==> src/rtl/axi_lite_pkg.sv <==
// Shared AXI4-Lite types, response codes and the master FSM state encoding.
package axi_lite_pkg;

    localparam int unsigned AXI_ADDR_WIDTH = 32;
    localparam int unsigned AXI_DATA_WIDTH = 32;
    localparam int unsigned AXI_STRB_WIDTH = AXI_DATA_WIDTH / 8;

    typedef logic [AXI_ADDR_WIDTH-1:0] addr_t;
    typedef logic [AXI_DATA_WIDTH-1:0] data_t;
    typedef logic [AXI_STRB_WIDTH-1:0] strb_t;
    typedef logic [1:0]                resp_t;

    localparam resp_t RESP_OKAY   = 2'b00;
    localparam resp_t RESP_EXOKAY = 2'b01;
    localparam resp_t RESP_SLVERR = 2'b10;
    localparam resp_t RESP_DECERR = 2'b11;

    typedef enum logic [2:0] {
        ST_IDLE,
        ST_WR,
        ST_WR_RESP,
        ST_RD_ADDR,
        ST_RD_DATA
    } mst_state_t;

endpackage

==> src/rtl/axi_lite_if.sv <==
// AXI4-Lite channel bundle (AW, W, B, AR, R) with master and slave views.
interface axi_lite_if #(
    parameter int unsigned ADDR_WIDTH = 32,
    parameter int unsigned DATA_WIDTH = 32
);
    logic [ADDR_WIDTH-1:0]   awaddr;
    logic                    awvalid;
    logic                    awready;
    logic [DATA_WIDTH-1:0]   wdata;
    logic [DATA_WIDTH/8-1:0] wstrb;
    logic                    wvalid;
    logic                    wready;
    logic [1:0]              bresp;
    logic                    bvalid;
    logic                    bready;
    logic [ADDR_WIDTH-1:0]   araddr;
    logic                    arvalid;
    logic                    arready;
    logic [DATA_WIDTH-1:0]   rdata;
    logic [1:0]              rresp;
    logic                    rvalid;
    logic                    rready;

    modport master (
        output awaddr, awvalid, wdata, wstrb, wvalid, bready, araddr, arvalid, rready,
        input  awready, wready, bresp, bvalid, arready, rdata, rresp, rvalid
    );

    modport slave (
        input  awaddr, awvalid, wdata, wstrb, wvalid, bready, araddr, arvalid, rready,
        output awready, wready, bresp, bvalid, arready, rdata, rresp, rvalid
    );
endinterface

==> src/rtl/axi_lite_master.sv <==
// Single-outstanding AXI4-Lite master: turns a start_write/start_read command
// into AW/W/B or AR/R traffic and reports the response and read data.
module axi_lite_master
    import axi_lite_pkg::*;
#(
    parameter int unsigned ADDR_WIDTH = AXI_ADDR_WIDTH,
    parameter int unsigned DATA_WIDTH = AXI_DATA_WIDTH
) (
    input  logic                  aclk,
    input  logic                  areset_n,
    input  logic                  start_write,
    input  logic                  start_read,
    input  logic [ADDR_WIDTH-1:0] addr,
    input  logic [DATA_WIDTH-1:0] data,
    output logic                  busy,
    output logic                  done,
    output resp_t                 resp,
    output logic [DATA_WIDTH-1:0] rd_data,
    axi_lite_if.master            m
);

    localparam int unsigned STRB_WIDTH = DATA_WIDTH / 8;

    mst_state_t            state_q,   state_d;
    logic                  pend_rd_q, pend_rd_d;
    logic                  aw_done_q, aw_done_d;
    logic                  w_done_q,  w_done_d;
    logic                  busy_q,    busy_d;
    logic                  done_q,    done_d;
    resp_t                 resp_q,    resp_d;
    logic [DATA_WIDTH-1:0] rd_data_q, rd_data_d;
    logic [ADDR_WIDTH-1:0] awaddr_q,  awaddr_d;
    logic                  awvalid_q, awvalid_d;
    logic [DATA_WIDTH-1:0] wdata_q,   wdata_d;
    logic [STRB_WIDTH-1:0] wstrb_q,   wstrb_d;
    logic                  wvalid_q,  wvalid_d;
    logic                  bready_q,  bready_d;
    logic [ADDR_WIDTH-1:0] araddr_q,  araddr_d;
    logic                  arvalid_q, arvalid_d;
    logic                  rready_q,  rready_d;

    logic aw_hs, w_hs, b_hs, ar_hs, r_hs;

    // Channel handshakes as seen at the coming edge.
    assign aw_hs = awvalid_q && m.awready;
    assign w_hs  = wvalid_q  && m.wready;
    assign b_hs  = bready_q  && m.bvalid;
    assign ar_hs = arvalid_q && m.arready;
    assign r_hs  = rready_q  && m.rvalid;

    // Next-state and next-output logic; every output is computed one edge ahead.
    always_comb begin
        state_d   = state_q;
        pend_rd_d = pend_rd_q;
        aw_done_d = aw_done_q;
        w_done_d  = w_done_q;
        done_d    = 1'b0;
        resp_d    = resp_q;
        rd_data_d = rd_data_q;
        awaddr_d  = awaddr_q;
        awvalid_d = awvalid_q;
        wdata_d   = wdata_q;
        wstrb_d   = wstrb_q;
        wvalid_d  = wvalid_q;
        bready_d  = bready_q;
        araddr_d  = araddr_q;
        arvalid_d = arvalid_q;
        rready_d  = rready_q;

        unique case (state_q)
            ST_IDLE: begin
                if (start_write) begin
                    // A simultaneous read is remembered and issued after the write.
                    awaddr_d  = addr;
                    wdata_d   = data;
                    wstrb_d   = {STRB_WIDTH{1'b1}};
                    awvalid_d = 1'b1;
                    wvalid_d  = 1'b1;
                    aw_done_d = 1'b0;
                    w_done_d  = 1'b0;
                    state_d   = ST_WR;
                    if (start_read) begin
                        araddr_d  = addr;
                        pend_rd_d = 1'b1;
                    end
                end else if (start_read) begin
                    araddr_d  = addr;
                    arvalid_d = 1'b1;
                    state_d   = ST_RD_ADDR;
                end
            end
            ST_WR: begin
                if (aw_hs) begin
                    awvalid_d = 1'b0;
                    aw_done_d = 1'b1;
                end
                if (w_hs) begin
                    wvalid_d = 1'b0;
                    w_done_d = 1'b1;
                end
                if ((aw_done_q || aw_hs) && (w_done_q || w_hs)) begin
                    bready_d = 1'b1;
                    state_d  = ST_WR_RESP;
                end
            end
            ST_WR_RESP: begin
                if (b_hs) begin
                    resp_d   = m.bresp;
                    done_d   = 1'b1;
                    bready_d = 1'b0;
                    if (pend_rd_q) begin
                        arvalid_d = 1'b1;
                        state_d   = ST_RD_ADDR;
                    end else begin
                        state_d = ST_IDLE;
                    end
                end
            end
            ST_RD_ADDR: begin
                if (ar_hs) begin
                    arvalid_d = 1'b0;
                    rready_d  = 1'b1;
                    state_d   = ST_RD_DATA;
                end
            end
            ST_RD_DATA: begin
                if (r_hs) begin
                    rd_data_d = m.rdata;
                    resp_d    = m.rresp;
                    done_d    = 1'b1;
                    rready_d  = 1'b0;
                    pend_rd_d = 1'b0;
                    state_d   = ST_IDLE;
                end
            end
            default: begin
                state_d = ST_IDLE;
            end
        endcase

        busy_d = (state_d != ST_IDLE);
    end

    // State and output registers; reset abandons any transaction in flight.
    always_ff @(posedge aclk or negedge areset_n) begin
        if (!areset_n) begin
            state_q   <= ST_IDLE;
            pend_rd_q <= 1'b0;
            aw_done_q <= 1'b0;
            w_done_q  <= 1'b0;
            busy_q    <= 1'b0;
            done_q    <= 1'b0;
            resp_q    <= RESP_OKAY;
            rd_data_q <= '0;
            awaddr_q  <= '0;
            awvalid_q <= 1'b0;
            wdata_q   <= '0;
            wstrb_q   <= '0;
            wvalid_q  <= 1'b0;
            bready_q  <= 1'b0;
            araddr_q  <= '0;
            arvalid_q <= 1'b0;
            rready_q  <= 1'b0;
        end else begin
            state_q   <= state_d;
            pend_rd_q <= pend_rd_d;
            aw_done_q <= aw_done_d;
            w_done_q  <= w_done_d;
            busy_q    <= busy_d;
            done_q    <= done_d;
            resp_q    <= resp_d;
            rd_data_q <= rd_data_d;
            awaddr_q  <= awaddr_d;
            awvalid_q <= awvalid_d;
            wdata_q   <= wdata_d;
            wstrb_q   <= wstrb_d;
            wvalid_q  <= wvalid_d;
            bready_q  <= bready_d;
            araddr_q  <= araddr_d;
            arvalid_q <= arvalid_d;
            rready_q  <= rready_d;
        end
    end

    assign busy      = busy_q;
    assign done      = done_q;
    assign resp      = resp_q;
    assign rd_data   = rd_data_q;
    assign m.awaddr  = awaddr_q;
    assign m.awvalid = awvalid_q;
    assign m.wdata   = wdata_q;
    assign m.wstrb   = wstrb_q;
    assign m.wvalid  = wvalid_q;
    assign m.bready  = bready_q;
    assign m.araddr  = araddr_q;
    assign m.arvalid = arvalid_q;
    assign m.rready  = rready_q;

endmodule

==> src/flat_wrapper.sv <==
// flat-port wrapper written by rule: the top's interface ports become plain ports
module axi_lite_master_flat import axi_lite_pkg::*;
#(
    parameter int unsigned ADDR_WIDTH = AXI_ADDR_WIDTH,
    parameter int unsigned DATA_WIDTH = AXI_DATA_WIDTH
)
  (aclk, areset_n, start_write, start_read, addr, data, busy, done, resp, rd_data, m_awaddr, m_awvalid, m_wdata, m_wstrb, m_wvalid, m_bready, m_araddr, m_arvalid, m_rready, m_awready, m_wready, m_bresp, m_bvalid, m_arready, m_rdata, m_rresp, m_rvalid);
  axi_lite_if #(.ADDR_WIDTH(ADDR_WIDTH), .DATA_WIDTH(DATA_WIDTH)) m_i ();
  input  logic aclk;
  input  logic areset_n;
  input  logic start_write;
  input  logic start_read;
  input  logic [ADDR_WIDTH-1:0] addr;
  input  logic [DATA_WIDTH-1:0] data;
  output logic busy;
  output logic done;
  output resp_t resp;
  output logic [DATA_WIDTH-1:0] rd_data;
  output wire logic [$bits(m_i.awaddr)-1:0] m_awaddr;
  output wire logic [$bits(m_i.awvalid)-1:0] m_awvalid;
  output wire logic [$bits(m_i.wdata)-1:0] m_wdata;
  output wire logic [$bits(m_i.wstrb)-1:0] m_wstrb;
  output wire logic [$bits(m_i.wvalid)-1:0] m_wvalid;
  output wire logic [$bits(m_i.bready)-1:0] m_bready;
  output wire logic [$bits(m_i.araddr)-1:0] m_araddr;
  output wire logic [$bits(m_i.arvalid)-1:0] m_arvalid;
  output wire logic [$bits(m_i.rready)-1:0] m_rready;
  input wire logic [$bits(m_i.awready)-1:0] m_awready;
  input wire logic [$bits(m_i.wready)-1:0] m_wready;
  input wire logic [$bits(m_i.bresp)-1:0] m_bresp;
  input wire logic [$bits(m_i.bvalid)-1:0] m_bvalid;
  input wire logic [$bits(m_i.arready)-1:0] m_arready;
  input wire logic [$bits(m_i.rdata)-1:0] m_rdata;
  input wire logic [$bits(m_i.rresp)-1:0] m_rresp;
  input wire logic [$bits(m_i.rvalid)-1:0] m_rvalid;
  assign m_awaddr = m_i.awaddr;
  assign m_awvalid = m_i.awvalid;
  assign m_wdata = m_i.wdata;
  assign m_wstrb = m_i.wstrb;
  assign m_wvalid = m_i.wvalid;
  assign m_bready = m_i.bready;
  assign m_araddr = m_i.araddr;
  assign m_arvalid = m_i.arvalid;
  assign m_rready = m_i.rready;
  assign m_i.awready = m_awready;
  assign m_i.wready = m_wready;
  assign m_i.bresp = m_bresp;
  assign m_i.bvalid = m_bvalid;
  assign m_i.arready = m_arready;
  assign m_i.rdata = m_rdata;
  assign m_i.rresp = m_rresp;
  assign m_i.rvalid = m_rvalid;
  axi_lite_master #(.ADDR_WIDTH(ADDR_WIDTH), .DATA_WIDTH(DATA_WIDTH)) u_core (.aclk(aclk), .areset_n(areset_n), .start_write(start_write), .start_read(start_read), .addr(addr), .data(data), .busy(busy), .done(done), .resp(resp), .rd_data(rd_data), .m(m_i));
endmodule
==> config.mk <==
export PLATFORM = sky130hd
export DESIGN_NAME = axi_lite_master_flat
export DESIGN_NICKNAME = d
export VERILOG_FILES = /design/src/rtl/axi_lite_pkg.sv /design/src/rtl/axi_lite_if.sv /design/src/rtl/axi_lite_master.sv /design/src/flat_wrapper.sv
export SDC_FILE = /design/constraint.sdc
export NUM_CORES = 1
export LEC_CHECK = 0
export ABC_AREA = 1
export BUFFER_PORTS_ARGS = -buffer_cell sky130_fd_sc_hd__buf_2
export CAP_MARGIN = 20
export CORE_UTILIZATION = 47
export CTS_CLUSTER_SIZE = 14
export DETAILED_ROUTE_END_ITERATION = 8
export GPL_TIMING_DRIVEN = 0
export PLACE_DENSITY = 0.79
export SYNTH_ARGS = -nofsm -noshare
export SYNTH_HDL_FRONTEND = slang
export SYNTH_SLANG_ARGS = --single-unit
==> constraint.sdc <==
create_clock -name aclk -period 2 [get_ports aclk]
set_clock_uncertainty 0.1 [all_clocks]
set_input_delay 0.4 -clock aclk [delete_from_list [all_inputs] [get_ports aclk]]
set_output_delay 0.4 -clock aclk [all_outputs]
set_load 0.01 [all_outputs]
; ---- Word-level counts from Yosys, hierarchy flattened
; Index checks and enable logic that the tools add are counted.
[op_classes]
n_mux = 38
reduce_logical = 26
eq_ne = 14
[ops]
columns = operator, n
row1 = $mux 1, 18
row2 = $mux 3, 6
row3 = $pmux 1 s2, 8
row4 = $pmux 3 s5, 1
row5 = $reduce_and 3->1, 5
row6 = $ne 2x1->1 const B, 7
row7 = $reduce_bool 2->1, 5
row8 = $eq 3x2->1 const B, 2
row9 = $logic_and 1x1->1, 6
row10 = $mux 2, 3
row11 = $ne 2x2->1 const B, 3
row12 = $reduce_and 2->1, 3
row13 = $reduce_and 6->1, 1
row14 = $reduce_bool 3->1, 2
row15 = $pmux 2 s2, 1
row16 = $reduce_and 4->1, 1
row17 = $eq 3x1->1 const B, 1
row18 = $eq 3x3->1 const B, 1
row19 = $logic_not 3->1, 1
row20 = $pmux 1 s3, 1
row21 = $logic_or 1x1->1, 2
[totals]
output_inout_bits = 141
reg_bits = 144
elab_cells = 95
input_bits = 109

; ---- Longest topological paths before layout
; Gate-level depths: netlist of the first run.
[logic_depth]
word_depth = 6
ltp_mapped = 9
depth_no_buf = 9

; ---- Worst setup path before layout of the first run
; No wires, ideal clock.
[synth_path]
kind = reg2reg
from = reg u_core.state_q[1]
to = reg u_core.rready_q (netlist: u_core.m.rready)
stages_incl_launch_ff = 10
synth_period_minus_slack_ns = 1.370
arrival_ns = 1.153
t_required_ns = 1.782
n_path_buf = 1
setup_time_ns = 0.118
setup_slack_ns = 0.630
path_cell_list = dfrtp_1 -> inv_2 -> nand2_2 -> nor2_4 -> inv_2 -> nor2_8 -> inv_4 -> buf_6 -> nand2_1 -> nand2_1
[synth_via]
elab_chain_len = 3
elab_cells_between_ends = 7
cone_classes = eq/ne: 4 / mux: 1 / reduce/logical: 2
[synth_rtl]
columns = item, line
row1 = start: declaration, axi_lite_master.sv:24  ; mst_state_t state_q, state_d;
row2 = start signal: assignment, axi_lite_master.sv:165  ; state_q <= state_d;
row3 = $eq 3x2->1 / $eq 3x3->1 (equally long branches), axi_lite_master.sv:70  ; unique case (state_q)
row4 = $ne 2x1->1 (no source line) / $reduce_bool 2->1 (equally long branches), --
row5 = $reduce_and 3->1 (no source line), --
row6 = end signal: assignment, axi_lite_master.sv:181  ; rready_q <= rready_d;
row7 = end: declaration, axi_lite_master.sv:40  ; logic rready_q, rready_d;
; Parallel ways exist; a longest one is shown, timed or not.
; A chain may end at the register's enable or synchronous reset.

; ---- Worst setup path in the final report of the first run
[layout_path]
from = reg u_core.state_q[1]
to = reg u_core.araddr_q[3] (netlist: u_core.m.araddr[3])
[layout_via]
elab_chain_len = 2
[layout_rtl]
columns = item, line
row1 = $logic_not 3->1, axi_lite_master.sv:70
row2 = $reduce_and 2->1 (no source line), --
row3 = end signal: assignment, axi_lite_master.sv:179  ; araddr_q <= araddr_d;
row4 = end: declaration, axi_lite_master.sv:38  ; logic [ADDR_WIDTH-1:0] araddr_q, araddr_d;
; No other way between the ends.

==> impl_summary.log, run 1 <==
[metrics] average instance area after synthesis: 8.720 um2
[metrics] clock tree from TritonCTS: done
[metrics] Wirelength per Cell: 13.90 um
[metrics] Post-route DRC: 16
[metrics] reg2reg path depth: 7
[metrics] count of buffers from port buffering: 248
[metrics] largest buffer count on any clock path: 2
[metrics] power density cells: 1650 nW/um2
[metrics] utilization after layout: 67.07%
[metrics] class of the tightest hold or removal check: in -> reg
[metrics] Relative slew margins: 60.43%
[metrics] filler-free cell count of the finished design: 1079
[metrics] Post-Syn Area: 5712 um2
[metrics] area occupied by registers: 3603 um2
[metrics] Antenna Cells: 0
[metrics] post-synthesis net count: 764
[metrics] final antenna-violating net count: 0
[metrics] Pwr Total: 12.85 mW
[metrics] violation count after the first detailed-route iteration: 277
[metrics] hold-fix buffer count after cts: 1
[metrics] Critical Path RT: 2.19 ns
[metrics] gr usage total: 24.92%
[metrics] register-to-register setup slack: 0.30 ns
[metrics] number of antenna violations at the first check in global routing: 0
[metrics] worst-case hold slack: 0.07819 ns
[metrics] post-CTS repair timing setup buffer count: 0
[metrics] count of distinct cell types in the synthesized netlist: 23
[metrics] number of global-route vias before repair: 5116
[metrics] Worst R2R Start: u_core.state_q[1]
[metrics] cts bufs inserted: 17
[metrics] total die area: 12600 um2
[metrics] leakage dissipation: 4.697 nW
[metrics] max-capacitance violation count: 0
[metrics] cell with the largest stage delay on the worst path: sky130_fd_sc_hd__dfrtp_1
[metrics] max frequency: 586.6 MHz
[metrics] crit path cell chain: inv_2 > nand2_2 > nor2_2 > nand2_2 > buf_2 > nand2_1 > nand2_1
[metrics] Slew Viols, Final: 0
[metrics] via-per-instance ratio: 4.839
[metrics] largest net degree at the start of global routing: 82
[metrics] DRT Wirelength: 14990 um
[metrics] path type of the worst setup path: reg -> reg
[metrics] layout cells sized above 1: 33.97%
[metrics] violations in the final reports: DRC
[metrics] share of the cycle needed by the critical path after routing: 85.23%
[metrics] kind of end point of the critical path: flop
[metrics] CP Data Arrival Time: 1.90 ns
[metrics] number of resized instances in the post-cts repair step: 0
[metrics] global route total overflow: 0
[metrics] site row count: 39
[metrics] Peak VDD IR: 0.8661 mV
[metrics] final hold violations: 0
[metrics] number of warnings issued by yosys: 0
[metrics] design area: 7789 um2
[metrics] net count reported at finish: 1033
[metrics] placed cell area: 7166 um2
[metrics] peak fanout along the critical path: 10
[metrics] # clock sinks: 144
[metrics] height of the die: 112.2 um
[metrics] CP peak stage delay: 0.46 ns
[metrics] combined area of the multi-input logic cells: 1832 um2
[metrics] Synth-to-Final Area Change: 36.36%
[metrics] placer congestion estimate: 0.8133
[metrics] RSZ-0062 raised after global routing: false
[metrics] number of inserted filler cells in the final layout: 935
[metrics] Critical Path Sink: u_core.m.araddr[3]
[metrics] time the final worst path needs with I/O delays and setup: 1.705 ns
[metrics] core area: 11610 um2
[metrics] TritonRoute pass-1 iters: 8
[metrics] clock transition at the register clock pins on the worst setup and hold paths after CTS: 0.06 ns
[metrics] post-synthesis instance total: 655
[metrics] final setup violation count: 0
[metrics] total half-perimeter wirelength after legalization and detailed placement: 10680 um
[metrics] worst slew pin tran: 0.5935 ns
[metrics] run status: finished with violations
[metrics] synthesized flop and latch total: 144
[metrics] clock latency of the later-clocked register in the worst-skew pair: 0.41 ns
[metrics] die boundary width: 112.2 um
[metrics] buffer type at the clock tree root: sky130_fd_sc_hd__clkbuf_16
[metrics] total number of vias: 5221
[metrics] CTS HTree Levels: 4
[metrics] source of the critical timing path: u_core.state_q[1]
[metrics] I/O Pins: 250
[metrics] placed cell count: 1047
[metrics] Initial Util: 49.18%
[metrics] most common cell after layout, fill and taps aside: sky130_fd_sc_hd__nand2_1
[metrics] worst reg2reg path endpoint: u_core.m.araddr[3]
[metrics] most frequent cells in the layout: 390 x sky130_fd_sc_hd__nand2_1, 259 x sky130_fd_sc_hd__buf_2, 144 x sky130_fd_sc_hd__dfrtp_1
[metrics] critical path launch point type: flop
[metrics] sequential share of the synthesized area: 63.09%
[metrics] global-route wire length before repair: 24390 um
through the flow:
stage	TNS, ns	setup slack (ns)
final	0	0.2953
after global routing	0	0.1417
after CTS	0	0.2739
after detailed placement	0	0.3147
after global placement	-225.67	-1.579
after floorplan	0	0.6296
power breakdown:
group | switching (mW) | internal (mW) | total [mW]
registers | 0.709 | 4.25 | 4.96
clock network | 1.12 | 2.09 | 3.21
logic | 2.87 | 1.82 | 4.68
sequential cells by signal, summed over array words and instances (netlist names):
register and flops:
u_core.m.araddr 32, u_core.m.awaddr 32, u_core.m.wdata 32, u_core.rd_data 32
u_core.state_q 3, u_core.resp 2, u_core.aw_done_q 1, u_core.busy 1
u_core.done 1, u_core.m.arvalid 1, u_core.m.awvalid 1, u_core.m.bready 1
u_core.m.rready 1, u_core.m.wstrb 1, u_core.m.wvalid 1, u_core.pend_rd_q 1
u_core.w_done_q 1
worst max-delay path, delay by kind of cell (launching register included):
kind                   cells  cell delay, ns
buffers and inverters      2            0.33
flip-flops                 1            0.46
AND/OR/NAND/NOR            5            0.69
final cells by class:
type / instances / area share (%)
Buffer: 33 / 2.602
Clock buffer: 27 / 6.972
Clock inverter: 4 / 0.8996
Inverter: 19 / 0.9478
Multi-Input combinational cell: 459 / 23.52
Sequential cell: 144 / 46.27
Tap cell: 143 / 2.297
Timing Repair Buffer: 250 / 16.50
worst min path at each step:
stage | start | endpoint | slack (ns) | cells past startpoint
detailed placement | areset_n | u_core.rd_data[4] | 0.32 | 1
floorplan | areset_n | u_core.aw_done_q | 0.004 | 0
global placement | u_core.rd_data[8] | u_core.rd_data[8] | 0.35 | 2
finish | data[27] | u_core.m.wdata[27] | 0.08 | 3
global route | data[21] | u_core.m.wdata[21] | 0.08 | 3
CTS | data[27] | u_core.m.wdata[27] | 0.06 | 3
cell families after synthesis:
kind of cell           share of synthesized area (%)
AO/OA/AOI/OAI                                 0.6791
flip-flops                                     63.09
buffers and inverters                          4.841
AND/OR/NAND/NOR                                31.39
cell usage after synthesis, drive strengths merged:
| cell | instances | area, um2 |
|---|---|---|
| o21a | 1 | 7.510 |
| inv | 19 | 73.83 |
| nand2 | 392 | 1476 |
| o21ai | 3 | 15.01 |
| a21oi | 2 | 10.01 |
| or2 | 1 | 6.260 |
| buf | 26 | 176.4 |
| nand3 | 40 | 205.2 |
| nor2 | 17 | 92.59 |
| nor3 | 1 | 5.000 |
| clkbuf | 7 | 26.28 |
| nand3b | 1 | 7.510 |
| dfrtp | 144 | 3603 |
| a31oi | 1 | 6.260 |
layer usage:
metal | wire length, um | up-vias | part of all wire, % | global-route usage (%)
met5 | 0 | - | 0 | 0
met2 | 7371 | 201 | 49 | 42.53
met3 | 925 | 39 | 6.2 | 5.994
li1 | - | 2540 | - | -
met1 | 6156 | 2441 | 41 | 29.35
met4 | 539 | 0 | 3.6 | 13.07
Note: power is estimated with default switching activity, not from simulation.
==> inputs of run 2 (changes only) <==
Settings changed: ABC_AREA 1 to default, PLACE_DENSITY 0.79 to 0.8.
==> run 2 against run 1 <==
Net effect: sequential share of layout area up 0.86 points; cell count is 28% lower; power is 1.3% lower; clock power hardly changed; first-iteration DRC count fell by 50%; count of clock-buffer cells in the layout shrank 8; sequential cell count is the same; critical path depth fell by 1; the flow now finishes without violations; synthesized cell count shrank 47%; combinational power decreased by 4.5%; hold slack gained 0.017 ns; register-to-register slack got worse by 0.21 ns.
==> impl_summary.log, run 2 <==
[metrics] run status: finished, final reports clean (was finished with violations)
[metrics] prevailing post-synth register cell: sky130_fd_sc_hd__dfrtp_1 (unchanged)
[metrics] buffer type at the clock tree root: sky130_fd_sc_hd__clkbuf_16 (unchanged)
[metrics] source of the critical timing path: u_core.state_q[0] (was u_core.state_q[1])
[metrics] total number of vias: 3890 (was 5221)
[metrics] worst-case hold slack: 0.09562 ns (was 0.07819 ns)
[metrics] via-per-instance ratio: 4.994 (was 4.839)
[metrics] total half-perimeter wirelength after legalization and detailed placement: 9471 um (was 10680 um)
[metrics] Setup Slack @ Placement: -0.1145 ns (was 0.3147 ns)
[metrics] sequential share of the synthesized area: 65.13% (was 63.09%)
[metrics] filler-free cell count of the finished design: 779 (was 1079)
[metrics] site row count: 39 (unchanged)
[metrics] Relative slew margins: 63.90% (was 60.43%)
[metrics] cts bufs inserted: 17 (unchanged)
[metrics] height of the die: 110.5 um (was 112.2 um)
[metrics] gr usage total: 21.85% (was 24.92%)
[metrics] max-capacitance violation count: 0 (unchanged)
[metrics] final antenna-violating net count: 0 (unchanged)
[metrics] CP Data Arrival Time: 2.11 ns (was 1.90 ns)
[metrics] final setup violation count: 0 (unchanged)
[metrics] Synth-to-Final Area Change: 38.26% (was 36.36%)
[metrics] violation count after the first detailed-route iteration: 139 (was 277)
[metrics] Wirelength per Cell: 16.51 um (was 13.90 um)
[metrics] global route total overflow: 0 (unchanged)
[metrics] final hold violations: 0 (unchanged)
[metrics] global-route wire length before repair: 20610 um (was 24390 um)
[metrics] power density cells: 1657 nW/um2 (was 1650 nW/um2)
[metrics] TritonRoute pass-1 iters: 5 (was 8)
[metrics] average instance area after synthesis: 15.85 um2 (was 8.720 um2)
[metrics] number of antenna violations at the first check in global routing: 0 (unchanged)
[metrics] # clock sinks: 144 (unchanged)
[metrics] crit path cell chain: buf_2 > nor3_2 > and2_1 > buf_6 > buf_4 > mux2_1 (was inv_2 > nand2_2 > nor2_2 > nand2_2 > buf_2 > nand2_1 > nand2_1)
[metrics] post-synthesis instance total: 349 (was 655)
[metrics] number of global-route vias before repair: 4088 (was 5116)
[metrics] top-area cell type share of the netlist area: 65.13% (was 63.09%)
[metrics] peak fanout along the critical path: 10 (unchanged)
[metrics] most used standard cells in the synthesized netlist: 144 x sky130_fd_sc_hd__dfrtp_1, 77 x sky130_fd_sc_hd__mux2_1, 51 x sky130_fd_sc_hd__mux2_2 (was 390 x sky130_fd_sc_hd__nand2_1, 144 x sky130_fd_sc_hd__dfrtp_1, 39 x sky130_fd_sc_hd__nand3_1)
[metrics] fin worst setup slack: 0.08279 ns (was 0.2953 ns)
[metrics] met3 routed WL: 1038 um (was 925 um)
[metrics] cell with the most instances after synthesis: sky130_fd_sc_hd__dfrtp_1 (was sky130_fd_sc_hd__nand2_1)
[metrics] synthesized flop and latch total: 144 (unchanged)
[metrics] critical path launch point type: flop (unchanged)
[metrics] design area: 7650 um2 (was 7789 um2)
[metrics] worst slew pin tran: 0.5416 ns (was 0.5935 ns)
[metrics] number of warnings issued by yosys: 0 (unchanged)
[metrics] placed cell area: 6992 um2 (was 7166 um2)
[metrics] largest net degree at the start of global routing: 87 (was 82)
[metrics] met2 wirelength from detailed routing: 6369 um (was 7371 um)
[metrics] HP Start: m_rdata[22] (was data[27])
[metrics] count of distinct cell types in the synthesized netlist: 32 (was 23)
[metrics] CP peak stage delay: 0.35 ns (was 0.46 ns)
[metrics] met1 wire length: 5226 um (was 6156 um)
[metrics] Post-synth EDFFs: 0 (unchanged)
[metrics] RSZ-0062 raised after global routing: false (unchanged)
[metrics] cell with the largest stage delay on the worst path: sky130_fd_sc_hd__dfrtp_1 (unchanged)
[metrics] Antenna Cells: 0 (unchanged)
[metrics] Worst R2R Start: u_core.state_q[0] (was u_core.state_q[1])
[metrics] CTS HTree Levels: 4 (unchanged)
[metrics] utilization after layout: 66.71% (was 67.07%)
[metrics] share of the cycle needed by the critical path after routing: 95.86% (was 85.23%)
[metrics] time the final worst path needs with I/O delays and setup: 1.917 ns (was 1.705 ns)
[metrics] DRT Wirelength: 12860 um (was 14990 um)
[metrics] Initial Util: 48.25% (was 49.18%)
[metrics] fraction of registers with async set or reset after synthesis: 100.0% (unchanged)
[metrics] leakage dissipation: 3.878 nW (was 4.697 nW)
[metrics] Post-route DRC: 0 (was 16)
[metrics] most common cell after layout, fill and taps aside: sky130_fd_sc_hd__buf_2 (was sky130_fd_sc_hd__nand2_1)
[metrics] layout cells sized above 1: 56.45% (was 33.97%)
[metrics] placer congestion estimate: 0.8053 (was 0.8133)
[metrics] Critical Path RT: 2.20 ns (was 2.19 ns)
[metrics] largest area contributor in the synthesized netlist: sky130_fd_sc_hd__dfrtp_1 (unchanged)
[metrics] dominant cells by area after synthesis: sky130_fd_sc_hd__dfrtp_1 65%, sky130_fd_sc_hd__mux2_1 16%, sky130_fd_sc_hd__mux2_2 10% (was sky130_fd_sc_hd__dfrtp_1 63%, sky130_fd_sc_hd__nand2_1 26%, sky130_fd_sc_hd__nand3_1 3.4%)
[metrics] die boundary width: 110.5 um (was 112.2 um)
[metrics] most frequent cells in the layout: 256 x sky130_fd_sc_hd__buf_2, 143 x sky130_fd_sc_hd__dfrtp_1, 77 x sky130_fd_sc_hd__mux2_1 (was 390 x sky130_fd_sc_hd__nand2_1, 259 x sky130_fd_sc_hd__buf_2, 144 x sky130_fd_sc_hd__dfrtp_1)
[metrics] max frequency: 521.6 MHz (was 586.6 MHz)
[metrics] Pwr Total: 12.68 mW (was 12.85 mW)
[metrics] kind of end point of the critical path: flop (unchanged)
[metrics] clock tree from TritonCTS: done (unchanged)
[metrics] net count reported at finish: 732 (was 1033)
[metrics] clock transition at the register clock pins on the worst setup and hold paths after CTS: 0.06 ns (about the same)
[metrics] Slew Viols, Final: 0 (unchanged)
[metrics] core area: 11470 um2 (was 11610 um2)
[metrics] Peak VDD IR: 1.055 mV (was 0.8661 mV)
[metrics] highest signal layer in the routed design: met4 (unchanged)
[metrics] post-synthesis net count: 458 (was 764)
[metrics] class of the tightest hold or removal check: in -> reg (unchanged)
[metrics] placed cell count: 742 (was 1047)
[metrics] clock latency of the later-clocked register in the worst-skew pair: 0.41 ns (about the same)
[metrics] count of buffers from port buffering: 249 (was 248)
[metrics] total negative slack: 0 ns (unchanged)
[metrics] I/O Pins: 250 (unchanged)
[metrics] largest buffer count on any clock path: 2 (unchanged)
[metrics] path type of the worst setup path: reg -> reg (unchanged)
[metrics] Post-Syn Area: 5533 um2 (was 5712 um2)
[metrics] total die area: 12210 um2 (was 12600 um2)
==> run 2: kinds of logic after synthesis <==
family,Yosys count,synth area share [%]
flip-flops,144,65.13
multiplexers,130,26.41
AND/OR/NAND/NOR,36,3.912
buffers and inverters,20,2.442
AO/OA/AOI/OAI,19,2.103
==> run 2: path summary, 6_finish.rpt <==
path,end,slack (ns),cells past startpoint
setup / recovery,u_core.m.wdata[28],0.08,6
hold / removal,u_core.rd_data[22],0.1,2
setup reg to reg,u_core.m.wdata[28],0.08,6
hold reg to reg,u_core.rd_data[22],0.38,1
max in group asynchronous,u_core.rd_data[26],0.57,3
min in group asynchronous,u_core.rd_data[2],0.43,2
==> run 2: final cells by class <==
type | instances | area (um2)
clock buffers | 19 | 442.9
plain buffers | 19 | 141.4
multi-input cells | 185 | 1794
flip-flops and latches | 144 | 3605
well taps | 143 | 178.9
repair buffers | 255 | 1320
fillers | 820 | 3817
inverters | 1 | 3.754
clock inverters | 13 | 163.9
==> run 2: what timing repair did <==
action,4_1_cts,5_1_grt
hold buffers,1,0
hold endpoints to repair,58,0
resized for setup,1,3
buffers inserted,3,1
endpoints found under the setup margin,45,41
pin swaps,1,1
==> run 2: critical path, delay by kind of cell, from the launching register on <==
family        cells  cell delay, ns
simple gates      2            0.44
flops             1            0.35
buf+inv           3            0.58
mux               1            0.34
==> run 2: layer usage <==
metal / track usage [%] / vias up
met1: 25.31 / 1911
met2: 36.60 / 179
met4: 9.422 / 0
met5: 0 / -
li1: - / 1783
met3: 7.739 / 17
==> run 2: where the power goes <==
group | switching (mW) | leakage [nW] | total, mW | internal (mW)
clock network | 1.21 | 0.281 | 3.20 | 1.99
registers | 0.716 | 1.73 | 5.01 | 4.29
logic | 2.22 | 1.86 | 4.47 | 2.24
